<file path="src/rtl/pipeline_sequencer.sv">
// pipeline_sequencer: merges dmem wait, mult/div busy, hazard, imem and branch requests
// into per-stage enables/flushes; owns mult/div sequencing, mem timeout and stall count.
module pipeline_sequencer #(
  parameter int MD_LATENCY  = 32,
  parameter int MEM_TIMEOUT = 64,
  parameter int CNT_W       = 16
) (
  input  logic             clk,
  input  logic             reset_n,
  input  logic             HazStallD,
  input  logic             PCSrcD,
  input  logic             imem_ready,
  input  logic             dmem_reqM,
  input  logic             dmem_readyM,
  input  logic             MdStartE,
  output logic             EnF,
  output logic             EnD,
  output logic             EnE,
  output logic             EnM,
  output logic             FlushD,
  output logic             FlushE,
  output logic             FlushM,
  output logic             FlushW,
  output logic             md_start,
  output logic             md_busy,
  output logic             mem_err,
  output logic [CNT_W-1:0] stall_cnt
);
  typedef enum logic [1:0] {RUN, DWAIT, MDBUSY} state_e;
  localparam logic [7:0]  MD_INIT = 8'(MD_LATENCY - 1);
  localparam logic [16:0] TO      = 17'(MEM_TIMEOUT);
  state_e state_q, state_d;
  logic [7:0] md_cnt_q, md_cnt_d;
  logic [15:0] wait_cnt_q, wait_cnt_d;
  logic [CNT_W-1:0] stall_cnt_q, stall_cnt_d;
  logic md_busy_q, md_busy_d, md_pend_q, md_pend_d, md_done_q, md_done_d, mem_err_q, mem_err_d;
  logic dwait, frz, md_run, md_fin, md_hold, launch;
  assign dwait   = dmem_reqM & ~dmem_readyM;
  assign frz     = dwait | mem_err_q;
  assign md_run  = md_busy_q & (md_cnt_q != 8'd0);
  assign md_fin  = md_busy_q & (md_cnt_q == 8'd0);
  // md_done_q marks the mult/div in E as finished so it is not relaunched
  assign md_hold = md_busy_q | md_pend_q | (state_q == DWAIT & MdStartE & ~md_done_q);
  assign launch  = state_q == RUN & MdStartE & ~md_done_q & ~frz & ~HazStallD;
  assign md_busy   = md_busy_q;
  assign mem_err   = mem_err_q;
  assign stall_cnt = stall_cnt_q;
  always_ff @(posedge clk or negedge reset_n)
    if (!reset_n) begin
      state_q     <= RUN;
      md_cnt_q    <= '0;
      wait_cnt_q  <= '0;
      stall_cnt_q <= '0;
      md_busy_q   <= 1'b0;
      md_pend_q   <= 1'b0;
      md_done_q   <= 1'b0;
      mem_err_q   <= 1'b0;
    end else begin
      state_q     <= state_d;
      md_cnt_q    <= md_cnt_d;
      wait_cnt_q  <= wait_cnt_d;
      stall_cnt_q <= stall_cnt_d;
      md_busy_q   <= md_busy_d;
      md_pend_q   <= md_pend_d;
      md_done_q   <= md_done_d;
      mem_err_q   <= mem_err_d;
    end
  always_comb begin
    state_d     = mem_err_q ? state_q : dwait ? DWAIT : launch ? MDBUSY : md_run ? MDBUSY : RUN;
    md_cnt_d    = launch ? MD_INIT : md_run ? md_cnt_q - 8'd1 : md_cnt_q;
    md_busy_d   = launch | md_run;
    md_pend_d   = dwait & (md_fin | md_pend_q);
    md_done_d   = dwait ? md_done_q : md_fin | md_pend_q;
    wait_cnt_d  = !dwait ? '0 : ({1'b0, wait_cnt_q} < TO) ? wait_cnt_q + 16'd1 : wait_cnt_q;
    mem_err_d   = mem_err_q | (dwait & ({1'b0, wait_cnt_q} + 17'd1 >= TO));
    stall_cnt_d = (~EnF & ~&stall_cnt_q) ? stall_cnt_q + CNT_W'(1) : stall_cnt_q;
  end
  always_comb begin
    {EnF, EnD, EnE, EnM} = 4'hF;
    {FlushD, FlushE, FlushM, FlushW} = 4'h0;
    md_start = 1'b0;
    if (frz) begin
      {EnF, EnD, EnE, EnM} = 4'h0;
      FlushW = 1'b1;
    end else if (md_hold | launch) begin
      {EnF, EnD, EnE} = 3'b000;
      FlushM = 1'b1;
      md_start = launch;
    end else if (HazStallD | ~imem_ready) begin
      {EnF, EnD} = 2'b00;
      FlushE = 1'b1;
    end else
      FlushD = PCSrcD;
  end
endmodule
</file>
<file path="config.mk">
export PLATFORM = sky130hd
export DESIGN_NAME = pipeline_sequencer
export DESIGN_NICKNAME = d
export VERILOG_FILES = /design/src/rtl/pipeline_sequencer.sv
export SDC_FILE = /design/constraint.sdc
export NUM_CORES = 1
export LEC_CHECK = 0
export ABC_AREA = 1
export CORE_AREA = 2 2 71 73
export DETAILED_ROUTE_END_ITERATION = 10
export DIE_AREA = 0 0 73 75
export PLACE_DENSITY = 0.82
export SLEW_MARGIN = 20
export SYNTH_ARGS = -nofsm -noshare
export SYNTH_HDL_FRONTEND = slang
export SYNTH_SLANG_ARGS = --single-unit
export TNS_END_PERCENT = 100
</file>
<file path="constraint.sdc">
create_clock -name clk -period 4.5 [get_ports clk]
set_input_delay 0.675 -clock clk [delete_from_list [all_inputs] [get_ports clk]]
set_output_delay 0.675 -clock clk [all_outputs]
set_load 0.005 [all_outputs]
</file>
# Yosys cells after proc, flatten, opt, wreduce, memory -nomap -nowiden
# Cells that the tools add are included.
# totals
latch_bits	0
output_inout_bits	27
mem_bits_rw	0
memories	0
reg_bits	46
input_bits	8
word_cells	72
mem_bits_ro	0
# classes
bitwise_logic	26
addsub	4
mul	0
div	0
n_shift	0
mux	24
magnitude_cmp	2
eq_ne	2
reduce_logical	6
# ops
cell	count
$add A16 B1 Y16 const B	2
$mux W16	2
$add A16 B1 Y17 const B	1
$ge A17 B7 Y1 const B	1
$mux W1	17
$lt A16 B7 Y1 const B	1
$mux W8	2
$reduce_and A16 Y1	1
$and A1 B1 Y1	12
$logic_not A8 Y1	1
$or A1 B1 Y1	8
$reduce_bool A8 Y1	1
$sub A8 B1 Y8 const B	1
$mux W2	3
$not A1 Y1	6
$eq A2 B1 Y1 const B	1
$logic_not A2 Y1	1
$ne A2 B1 Y1 const B	1
$reduce_bool A2 Y1	1
$logic_not A1 Y1	1

# Depth between registers and ports, before layout
# depth
ltp_word	11
mapped_depth	13
ltp_nobuf	12

# Worst setup path before layout
# Ideal clock, no wire load.
# synth_timing
kind	input port to output port
from	in dmem_reqM
to	out EnF
slack_ns	2.279
required_time_ns	3.825
path_buffers	1
stages	9
arrival_ns	1.546
path_cell_list	inv_1 nor2_4 nor2_4 inv_2 nor2_4 nor2_4 nand2_2 nor2_4 buf_4
# synth_between
elab_chain_len	8
# synth_lines
item	line	source
from (decl)	13	input logic dmem_reqM,
$and A1 B1 Y1 *	38	assign dwait = dmem_reqM & ~dmem_readyM;
$or A1 B1 Y1 *	39	assign frz = dwait | mem_err_q;
$not A1 Y1	44	assign launch = state_q == RUN & MdStartE & ~md_done_q & ~frz & ~HazStallD;
$and A1 B1 Y1 (2 in series)	44	
$or A1 B1 Y1	85	end else if (md_hold | launch) begin
$mux W1	-	
$mux W1 *	-	
to (decl)	16	output logic EnF,
# Mark *: on every way between the ends. The rest lies on a longest branch, timed or not.

# Final worst setup path
# layout_timing
from	in dmem_reqM
to	out FlushD
# layout_between
elab_chain_len	8
# layout_lines
item	line	source
$and A1 B1 Y1 *	38	
$or A1 B1 Y1 *	39	
$not A1 Y1	44	
$and A1 B1 Y1 (2 in series)	44	
$or A1 B1 Y1	85	
$mux W1	85	
$mux W1 *	82	if (frz) begin
to (decl)	20	output logic FlushD,
# Marks and branches as above.

==> run metrics <==
total global-route track usage=23.0%; number of buffers added on ports=34; post-route antenna net violation count=0; floorplan die height=75 um; most used flip-flop cell after synthesis=dfrtp_1; clock latency reported for the late side of the worst-skew pair=0.30 ns; Non-Filler Cell Area, Final=3170 um2; post-synthesis average cell area=7.32 um2; most instantiated cells after synthesis=110 x nand2_1, 47 x nor2_1, 46 x dfrtp_1, 46 x nand3_1, 43 x inv_1; internal power=0.000853 W; number of sinks handled by clock tree synthesis=46; category of the worst setup path launch point=input port; worst path arrival time=2.61 ns; number of cells upsized or downsized after cts=0; final net count=416; switching power share of the total=33.8%; Clock Path Buffers=2; number of antenna violations at the first check in global routing=0; starting density of the core=57.7%; net switching power=0.000436 W; aggregate global routing overflow=0; slowest cell delay on critical path=0.49 ns; die boundary width=73 um; Final setup viols=0; share of synthesized registers carrying an async set or reset=100%; number of hold violations in the final report=0; maximum vdd ir drop=0.000214 V; unique cell type count in the Yosys netlist=24; vias in the first global route=2,252; leakage power summed over all cells=1.58 nW; Most common cell on crit path=nor2_4; Cell Rows=25; Max-Cap Viols=0; slew at the pin with the worst max-slew slack=0.573 ns; number of max-slew violations in the final report=0; synthesized cell area=2690 um2; Max-Slew Margin vs Limit=61.8%; final critical-path share of the clock period=72.9%; maximum number of pins on one net before global-route repair=47; critical-path maximum fanout=9; Final Wtd Congestion=0.900; mean routed wirelength per cell=12.5 um; Comb power frac=31.9%; placeable core region=4660 um2; total power density per cell area=407 nW/um2; CP endpoint kind=output port; share of total power in sequential cells=44.4%; worst min path class=in -> async; total detailed-routing wirelength=5.74 mm; TritonCTS clock tree=built; area enclosed by the die boundary=5480 um2; main area contributors after synthesis=dfrtp_1 43%, nand2_1 15%, nand3_1 8.6%, nor2_1 6.6%, inv_1 6.0%; post-synthesis instance total=367; cell with the most instances after synthesis=nand2_1; fraction of synthesized cell area taken by the top area cell type=42.8%; master of the slowest instance on the critical path=clkdlybuf4s50_1; count of flip-flops with a built-in enable after synthesis=0; synthesized flop and latch total=46; number of design rule violations left after detail routing=0; CTS Buf Count=5; RSZ-0062 raised after global routing=no; IO Count=35; DRT Pass-1 Iters=4; post-CTS clock slew at the launch and capture registers of the worst setup and hold paths=0.08 ns; timing-limited maximum frequency=305 MHz; aggregate negative setup slack=0 ns; result of the run=complete, no violations; count of filler cells inserted in the layout=382; total placed instance area=3060 um2; layout cell share with drive strength beyond 1=5.68%; post-route clock skew=0.00278 ns; post-synth net total=379; CTS Hold Bufs=0; required time of the critical path=3.83 ns; routed vias=2,431; number of antenna diodes=0; vias per inst=5.30; number of post-CTS setup repair buffers=0; root cell of the clock tree=clkbuf_8; most area-hungry cell type in the Yosys netlist=dfrtp_1; half-perimeter wire length after placement=4.18 mm; part of the total power dissipated in the clock network=23.7%; CTS H-Tree Depth=2; synth-to-layout area growth=18.0%; Crit Path Class=in -> out; number of design-rule violations left by the first detailed-router iteration=172; post-layout min period=3.28 ns; critical path cell sequence=clkdlybuf4s50_1 > inv_1 > nor2_4 > nor2_4 > inv_2 > nor2_4 > nor2_4 > nand2_2 > nor2_4 > nand2_1 > inv_1 > clkdlybuf4s50_1; fraction of the yosys area taken by sequential cells=42.8%; wire length of the first global-routing pass=9.85 mm; Yosys warning total=0
power by group through the flow:
stage | Sequential (W) | Combinational [W] | Clock (W)
5_1_grt | 0.000585 | 0.000468 | 0.000322
3_5_place_dp | 0.000579 | 0.000414 | 0
4_1_cts | 0.000572 | 0.000416 | 0.000310
6_report | 0.000573 | 0.000412 | 0.000305
3_3_place_gp | 0.000575 | 0.000395 | 0
2_1_floorplan | 0.000565 | 0.000258 | 0
cells by family (layout without fill, tap and decap cells):
kind of cell / count (synthesis) / after routing / synth area share, %
fa+ha+maj: 4 / 4 / 1.86
simple gates: 232 / 232 / 38.7
buf+inv: 49 / 87 / 7.54
xor+xnor: 17 / 17 / 5.54
compound gates: 19 / 19 / 3.54
flops: 46 / 46 / 42.8
flip-flops by register name (all words and copies together), names as in the netlist:
register    count
wait_cnt_q     16
mem_err         1
md_pend_q       1
state_q         2
md_busy         1
md_done_q       1
stall_cnt      16
md_cnt_q        8
cell usage in the layout, fill, tap and decap left out, types with 2 or more instances in the layout:
cell             count
ha_1                 4
nor3_1               5
clkinv_2             2
nand2_2              4
xor2_1               9
nor2_1              47
nor2_4               5
inv_1               43
nand3_1             46
a21oi_1              8
nand4_1              9
nand3b_1             2
clkbuf_8             5
xnor2_1              8
o21ai_0             11
dfrtp_1             46
nand2_1            110
clkdlybuf4s50_1     33
final timing paths:
check,slack [ns],end,cells after the start,startpoint
min reg2reg,0.51,md_done_q$_DFFE_PN0N_,2,md_done_q$_DFFE_PN0N_
max,1.22,FlushD,12,dmem_reqM
max reg2reg,2.47,stall_cnt[6]$_DFFE_PN0P_,9,stall_cnt[0]$_DFFE_PN0P_
min,0.36,wait_cnt_q[0]$_DFFE_PN0P_,1,reset_n
max in group asynchronous,3.75,wait_cnt_q[10]$_DFFE_PN0P_,1,reset_n
min in group clk,0.51,md_done_q$_DFFE_PN0N_,2,md_done_q$_DFFE_PN0N_
per-layer routing:
layer  GRT usage, %  routed length [um]
met3           4.95                 332
met1           29.9                2600
met4           7.82                  83
met5              0                   0
met2           38.4                2730
layout make-up:
cell class,instances,area [um2],area share [%]
Multi-Input combinational cell,272,1330,42.1
Sequential cell,46,1150,36.3
Timing Repair Buffer,34,338,10.7
Inverter,45,171,5.41
Clock buffer,5,68.8,2.17
Tap cell,54,67.6,2.13
Clock inverter,3,40.0,1.26
stage by stage:
step           power (W)  setup slack [ns]  util (%)  std cells  hold slack (ns)
5_1_grt          0.00137              1.08      68.0        459            0.414
6_report         0.00129              1.22      68.0        459            0.355
3_5_place_dp    0.000993              1.21      65.6        451            0.493
3_3_place_gp    0.000970              1.28      65.6        451            0.486
4_1_cts          0.00130              1.20      68.0        459            0.513
2_1_floorplan   0.000823              2.28         -        367            0.379
worst max-delay path, delay by kind of cell:
family | cells | cell delay [ns]
buffers and inverters | 5 | 1.17
and+or+nand+nor | 7 | 0.76
No activity file was read; power rests on OpenSTA's default activity.
